==> src/rtl/mips_ctrl_pkg.sv <==
// Shared control definitions for the fetch PC sequencer: state encoding,
// PC step/alignment constants and counter widths.
// Pure definitions; no latency and no backpressure of its own.
package mips_ctrl_pkg;

  typedef enum logic [1:0] {
    ST_BOOT  = 2'd0,
    ST_FETCH = 2'd1,
    ST_FLUSH = 2'd2
  } seq_state_t;

  localparam logic [31:0] PC_STEP       = 32'd4;
  localparam logic [31:0] PC_ALIGN_MASK = 32'hFFFF_FFFC;

  // Flush down-counter width: FLUSH_CYCLES is limited to 1..7.
  localparam int unsigned FLUSH_CNT_W = 3;

  // Branch statistics counter width (optional BRANCH_STATS_EN build).
  localparam int unsigned STATS_W = 16;

endpackage

==> src/rtl/branch_pc_sequencer_if.sv <==
// Bus bundle between the PC sequencer and hazard unit / EX comparator / imem.
// Wires only; latency and backpressure are defined by the sequencer.
// master: sequencer side (drives pc, pc_add_4, imem_req, flush, taken).
// slave : environment side (drives imem_ready, stall, branch, bne, eq_res,
//         branch_pc, jump, jump_pc).
// Optional macro BRANCH_STATS_EN adds br_count / br_taken_count.
interface branch_pc_sequencer_if;
  import mips_ctrl_pkg::*;

  logic        imem_ready;
  logic        stall;
  logic        branch;
  logic        bne;
  logic        eq_res;
  logic [31:0] branch_pc;
  logic        jump;
  logic [31:0] jump_pc;
  logic [31:0] pc;
  logic [31:0] pc_add_4;
  logic        imem_req;
  logic        flush;
  logic        taken;
`ifdef BRANCH_STATS_EN
  logic [STATS_W-1:0] br_count;
  logic [STATS_W-1:0] br_taken_count;
`endif

  modport master (
    input  imem_ready, stall, branch, bne, eq_res, branch_pc, jump, jump_pc,
`ifdef BRANCH_STATS_EN
    output br_count, br_taken_count,
`endif
    output pc, pc_add_4, imem_req, flush, taken
  );

  modport slave (
    output imem_ready, stall, branch, bne, eq_res, branch_pc, jump, jump_pc,
`ifdef BRANCH_STATS_EN
    input  br_count, br_taken_count,
`endif
    input  pc, pc_add_4, imem_req, flush, taken
  );

endinterface

==> src/rtl/branch_pc_sequencer_branch_resolve.sv <==
// Resolves an EX-stage beq/bne into a taken decision.
// Purely combinational, zero latency.
// No backpressure.
// Ports: branch (valid), bne (1=bne, 0=beq), eq_res (operands equal) -> br_taken.
module branch_resolve (
  input  logic branch,
  input  logic bne,
  input  logic eq_res,
  output logic br_taken
);

  assign br_taken = branch & (bne ? ~eq_res : eq_res);

endmodule

==> src/rtl/branch_pc_sequencer.sv <==
// Fetch PC register and branch/jump redirect sequencer with wrong-path flush.
// Latency: redirect sampled at edge N -> pc = target after edge N; flush for
//   FLUSH_CYCLES cycles after that. Backpressure: stall or !imem_ready holds pc
//   in FETCH (a redirect still wins); only imem_ready gates pc during FLUSH.
// Ports: clk, rst_n (sync, active-low), bus (branch_pc_sequencer_if.master).
// Optional macro BRANCH_STATS_EN adds saturating br_count / br_taken_count.
module branch_pc_sequencer
  import mips_ctrl_pkg::*;
#(
  parameter logic [31:0] RESET_PC     = 32'h0000_0000,
  parameter int unsigned FLUSH_CYCLES = 2
) (
  input  logic                   clk,
  input  logic                   rst_n,
  branch_pc_sequencer_if.master  bus
);

  localparam logic [FLUSH_CNT_W-1:0] FLUSH_INIT = FLUSH_CNT_W'(FLUSH_CYCLES);

  seq_state_t             state_q, state_d;
  logic [31:0]            pc_q, pc_d;
  logic [31:0]            pc_add_4_q, pc_add_4_d;
  logic                   taken_q, taken_d;
  logic [FLUSH_CNT_W-1:0] cnt_q, cnt_d;
  logic                   br_taken;
  logic                   redirect;
  logic [31:0]            target;
  logic                   imem_req;
  logic                   flush;

  branch_resolve u_resolve (
    .branch   (bus.branch),
    .bne      (bus.bne),
    .eq_res   (bus.eq_res),
    .br_taken (br_taken)
  );

  // The EX branch is older than the ID jump, so it takes the redirect slot.
  assign redirect = br_taken | bus.jump;
  assign target   = (br_taken ? bus.branch_pc : bus.jump_pc) & PC_ALIGN_MASK;

  always_comb begin
    state_d  = state_q;
    pc_d     = pc_q;
    cnt_d    = cnt_q;
    taken_d  = 1'b0;
    imem_req = 1'b0;
    flush    = 1'b0;
    case (state_q)
      ST_BOOT: begin
        state_d = ST_FETCH;
      end
      ST_FETCH: begin
        imem_req = ~bus.stall;
        if (redirect) begin
          pc_d    = target;
          taken_d = 1'b1;
          cnt_d   = FLUSH_INIT;
          state_d = ST_FLUSH;
        end else if (~bus.stall & bus.imem_ready) begin
          pc_d = pc_q + PC_STEP;
        end
      end
      ST_FLUSH: begin
        // Squashed stages raise no hazards and their branches/jumps are dead.
        flush    = 1'b1;
        imem_req = 1'b1;
        if (bus.imem_ready) begin
          pc_d = pc_q + PC_STEP;
        end
        if (cnt_q <= FLUSH_CNT_W'(1)) begin
          cnt_d   = '0;
          state_d = ST_FETCH;
        end else begin
          cnt_d = cnt_q - FLUSH_CNT_W'(1);
        end
      end
      default: begin
        state_d = ST_BOOT;
      end
    endcase
    pc_add_4_d = pc_d + PC_STEP;
  end

  always_ff @(posedge clk) begin
    if (!rst_n) begin
      state_q    <= ST_BOOT;
      pc_q       <= RESET_PC;
      pc_add_4_q <= RESET_PC + PC_STEP;
      taken_q    <= 1'b0;
      cnt_q      <= '0;
    end else begin
      state_q    <= state_d;
      pc_q       <= pc_d;
      pc_add_4_q <= pc_add_4_d;
      taken_q    <= taken_d;
      cnt_q      <= cnt_d;
    end
  end

  assign bus.pc       = pc_q;
  assign bus.pc_add_4 = pc_add_4_q;
  assign bus.imem_req = imem_req;
  assign bus.flush    = flush;
  assign bus.taken    = taken_q;

`ifdef BRANCH_STATS_EN
  logic [STATS_W-1:0] br_count_q, br_count_d;
  logic [STATS_W-1:0] br_taken_count_q, br_taken_count_d;

  // Only branches seen in FETCH are real; FLUSH-cycle branches are squashed.
  always_comb begin
    br_count_d       = br_count_q;
    br_taken_count_d = br_taken_count_q;
    if (state_q == ST_FETCH) begin
      if (bus.branch && (br_count_q != '1)) begin
        br_count_d = br_count_q + STATS_W'(1);
      end
      if (br_taken && (br_taken_count_q != '1)) begin
        br_taken_count_d = br_taken_count_q + STATS_W'(1);
      end
    end
  end

  always_ff @(posedge clk) begin
    if (!rst_n) begin
      br_count_q       <= '0;
      br_taken_count_q <= '0;
    end else begin
      br_count_q       <= br_count_d;
      br_taken_count_q <= br_taken_count_d;
    end
  end

  assign bus.br_count       = br_count_q;
  assign bus.br_taken_count = br_taken_count_q;
`endif

endmodule

==> src/flat_wrapper.sv <==
// flat-port wrapper written by rule: the top's interface ports become plain ports
module branch_pc_sequencer_flat import mips_ctrl_pkg::*;
#(
  parameter logic [31:0] RESET_PC     = 32'h0000_0000,
  parameter int unsigned FLUSH_CYCLES = 2
)
  (clk, rst_n, bus_imem_ready, bus_stall, bus_branch, bus_bne, bus_eq_res, bus_branch_pc, bus_jump, bus_jump_pc, bus_pc, bus_pc_add_4, bus_imem_req, bus_flush, bus_taken);
  branch_pc_sequencer_if bus_i ();
  input  logic clk;
  input  logic rst_n;
  input wire logic [$bits(bus_i.imem_ready)-1:0] bus_imem_ready;
  input wire logic [$bits(bus_i.stall)-1:0] bus_stall;
  input wire logic [$bits(bus_i.branch)-1:0] bus_branch;
  input wire logic [$bits(bus_i.bne)-1:0] bus_bne;
  input wire logic [$bits(bus_i.eq_res)-1:0] bus_eq_res;
  input wire logic [$bits(bus_i.branch_pc)-1:0] bus_branch_pc;
  input wire logic [$bits(bus_i.jump)-1:0] bus_jump;
  input wire logic [$bits(bus_i.jump_pc)-1:0] bus_jump_pc;
  output wire logic [$bits(bus_i.pc)-1:0] bus_pc;
  output wire logic [$bits(bus_i.pc_add_4)-1:0] bus_pc_add_4;
  output wire logic [$bits(bus_i.imem_req)-1:0] bus_imem_req;
  output wire logic [$bits(bus_i.flush)-1:0] bus_flush;
  output wire logic [$bits(bus_i.taken)-1:0] bus_taken;
  assign bus_i.imem_ready = bus_imem_ready;
  assign bus_i.stall = bus_stall;
  assign bus_i.branch = bus_branch;
  assign bus_i.bne = bus_bne;
  assign bus_i.eq_res = bus_eq_res;
  assign bus_i.branch_pc = bus_branch_pc;
  assign bus_i.jump = bus_jump;
  assign bus_i.jump_pc = bus_jump_pc;
  assign bus_pc = bus_i.pc;
  assign bus_pc_add_4 = bus_i.pc_add_4;
  assign bus_imem_req = bus_i.imem_req;
  assign bus_flush = bus_i.flush;
  assign bus_taken = bus_i.taken;
  branch_pc_sequencer #(.RESET_PC(RESET_PC), .FLUSH_CYCLES(FLUSH_CYCLES)) u_core (.clk(clk), .rst_n(rst_n), .bus(bus_i));
endmodule
==> config.mk <==
export PLATFORM = sky130hd
export DESIGN_NAME = branch_pc_sequencer_flat
export DESIGN_NICKNAME = d
export VERILOG_FILES = /design/src/rtl/mips_ctrl_pkg.sv /design/src/rtl/branch_pc_sequencer_if.sv /design/src/rtl/branch_pc_sequencer_branch_resolve.sv /design/src/rtl/branch_pc_sequencer.sv /design/src/flat_wrapper.sv
export SDC_FILE = /design/constraint.sdc
export NUM_CORES = 1
export LEC_CHECK = 0
export BUFFER_PORTS_ARGS = -buffer_cell sky130_fd_sc_hd__clkbuf_2
export CAP_MARGIN = 20
export CORE_MARGIN = 2
export CORE_UTILIZATION = 50
export CTS_CLUSTER_DIAMETER = 40
export CTS_CLUSTER_SIZE = 40
export DETAILED_ROUTE_END_ITERATION = 10
export PLACE_DENSITY = 0.75
export SLEW_MARGIN = 20
export SYNTH_ARGS = -nofsm -noshare
export SYNTH_HDL_FRONTEND = slang
export SYNTH_SLANG_ARGS = --single-unit
==> constraint.sdc <==
create_clock -name clk -period 3.8 [get_ports clk]
set_input_delay 0.57 -clock clk [delete_from_list [all_inputs] [get_ports clk]]
set_output_delay 0.57 -clock clk [all_outputs]
set_load 0.1 [all_outputs]
==> flow_summary.toml <==
[run_status]
outcome = "completed"

[floorplan]
io-pin-count = 139
core_mm2 = 0.01028
dieArea_mm2 = 0.01136
fp.dieH_um = 106.6
die_width_um = 106.6
start_util = 0.5121
std_cell_rows = 37

[placement]
place.gp.congestion = 0.9836
post-dp-hpwl_mm = 15.22
io_buffer_count = 134

[timing]
tightestPinTransition_ns = 0.8581
setup_viol = 0
period_needed_ns = 3.674
hold_ws_ns = 0.4712
fin_skew_ns = 0.01916
finalCritPeriodShare = 0.9670
fmax_mhz = 272.1
relSlewSlack = 0.4279
finalHoldViolCount = 0
drv_slew = 0

[critical_path]
required_ns = 4.06
cp_max_fo = 11
endpoint_kind = "register"
r2r_end = "u_core.bus.pc_add_4[31]"
start_kind = "register"
r2r-start = "u_core.bus.pc[15]"
cp.arrival_ns = 3.94
r2r_cells = 9
r2r_slack_ns = 0.13
critical_path_class = "reg2reg"

[yosys]
ys_types = 82
syn_avg_cell_area_um2 = 7.518
ys_seq_area_frac = 0.2587
syn_area_mm2 = 0.005263
synth_top_area_share = 0.2587
synth.most_common_cell = "dfxtp_1"
ys.flop_type = "dfxtp_1"
synth_common_cells = "dfxtp_1, nor2_1, nand2_1"
synthCells = 700
synthesis.nets = 780
ys_seq_elements = 68
synthTopCellsByArea = "dfxtp_1, nor2_1, a21oi_1"
yosysTopAreaCell = "dfxtp_1"
synth_edf_count = 0
ys_warn_count = 0
async_flop_share = 0

[clock_network]
postCtsSetupBuffers = 0
clock_sinks = 68
htreeDepth = 3
numCtsBuffers = 9
cts_tree = "built"
clk_pin_slew_worst_paths_ns = 0.08
clock_latency_ns = 0.38
root_buffer = "clkbuf_8"
cts_buffer_depth = 2

[cells_and_area]
drive_above_1_share = 0.3390
post-route-util = 0.6579
fin_nets = 954
syn2layout_area_growth_pct = 28.48
n_fill_cell = 957
multi_input_area_mm2 = 0.003546
ff_latch_area_mm2 = 0.001390
antennaDiodeCount = 0

[global_routing]
grtUsageTotal = 0.3552
overflow = 0
antenna_found_initial = 0
grt_pass1_wl_mm = 31.34
grt_pass1_vias = 6022
grt_max_degree = 47

[route]
postRouteAntennaNets = 0
dr.pass1.iters = 6
post-route-drc-count = 0
post_drt_wl_per_cell_um = 19.99
routed_wl_mm = 20.29
num_vias = 6481
routed_via_density = 6.385
drt_iter0_drc = 641

[min_path]
min_path_type = "reg2reg"
hold_path_depth = 1

[power]
powerDensity_mw_per_mm2 = 427.3
p_leak_nw = 2.856
ir_drop_uv = 306.8

[job]
max-cap-violations = 0
==> kinds of logic after synthesis <==
| kind of cell | Yosys count | share of synthesized area |
|---|---|---|
| AND/OR/NAND/NOR | 318 | 0.3367 |
| AO/OA/AOI/OAI | 188 | 0.2554 |
| buffers and inverters | 87 | 0.07204 |
| flip-flops | 68 | 0.2587 |
| XOR/XNOR | 20 | 0.03471 |
| multiplexers | 11 | 0.02354 |
| adder cells (fa/ha/maj) | 8 | 0.01902 |
==> sequential cells by signal, indices dropped and copies added (netlist names), named ones only <==
signal               count
u_core.state_q           2
u_core.cnt_q             3
u_core.bus.pc           30
u_core.bus.taken         1
u_core.bus.pc_add_4     30
==> critical path, cell delays in order, from the launching register on <==
cell and delay, ns:
dfxtp_2 0.49, nand4_2 0.35, nor2_1 0.60, a31o_2 0.25
a21oi_1 0.05, o21ai_0 0.47, nand3_1 0.16, or4_1 0.56
nor4_1 0.26, mux2_2 0.37
==> routing by layer <==
layer / share of wire / track usage
met1: 0.40 / 0.4551
met2: 0.45 / 0.5660
met4: 0.047 / 0.1772
met5: 0 / 0
met3: 0.10 / 0.07416
==> worst max-delay path by stage <==
stage / start / end / slack (ns) / cells past startpoint
2_1_floorplan: u_core.bus.pc[15] / u_core.bus.pc_add_4[31] / 0.06 / 10
3_3_place_gp: bus_imem_ready / u_core.bus.pc_add_4[31] / 0.08 / 11
3_5_place_dp: bus_imem_ready / u_core.bus.pc_add_4[31] / 0.07 / 12
4_1_cts: u_core.state_q[0] / u_core.bus.pc_add_4[28] / 0.12 / 14
5_1_grt: u_core.state_q[1] / u_core.bus.pc_add_4[28] / -0.09 / 14
6_report: u_core.bus.pc[15] / u_core.bus.pc_add_4[31] / 0.13 / 9
==> cells in the final DEF (no fill, tap or decap), types with 17 or more instances in the layout <==
master    count
nor4_1       17
inv_1        26
nand4_1      25
nor3_1       32
or3_1        18
nor2_1       63
dfxtp_2      23
and2_1       22
dfxtp_1      45
buf_4        87
clkbuf_2    134
nand2_1      46
nand3_1      32
o21ai_0      30
a21oi_1      35
==> where the power goes <==
| group | switching, mW | internal [mW] |
|---|---|---|
| registers | 0.0791 | 0.784 |
| logic | 0.946 | 0.369 |
| clock network | 0.337 | 0.374 |
==> cell type report <==
type,instances,share of cell area
clock inverters,7,0.01462
clock buffers,9,0.01832
multi-input cells,545,0.5244
repair buffers,221,0.1958
flip-flops and latches,68,0.2056
inverters,29,0.01610
well taps,136,0.02517
==> per-stage QoR <==
| step | instances | area [um^2] | setup WS, ns | setup TNS [ns] | total power [mW] |
|---|---|---|---|---|---|
| 6_report | 1015 | 6761 | 0.1255 | 0 | 2.889 |
| 3_3_place_gp | 999 | 6518 | 0.08283 | 0 | 2.147 |
| 3_5_place_dp | 999 | 6518 | 0.07263 | 0 | 2.164 |
| 5_1_grt | 1015 | 6761 | -0.09151 | -0.2100 | 3.002 |
| 4_1_cts | 1015 | 6740 | 0.1242 | 0 | 2.873 |
| 2_1_floorplan | 700 | 5294 | 0.05886 | 0 | 1.752 |
==> what timing repair did <==
| item | 4_1_cts | 5_1_grt |
|---|---|---|
| hold buffers | 0 | 0 |
| resized for setup | 0 | 5 |
| setup endpoints to repair | 0 | 9 |
| endpoints found under the hold margin | 0 | 0 |
Power figures use the tool's default switching activity.
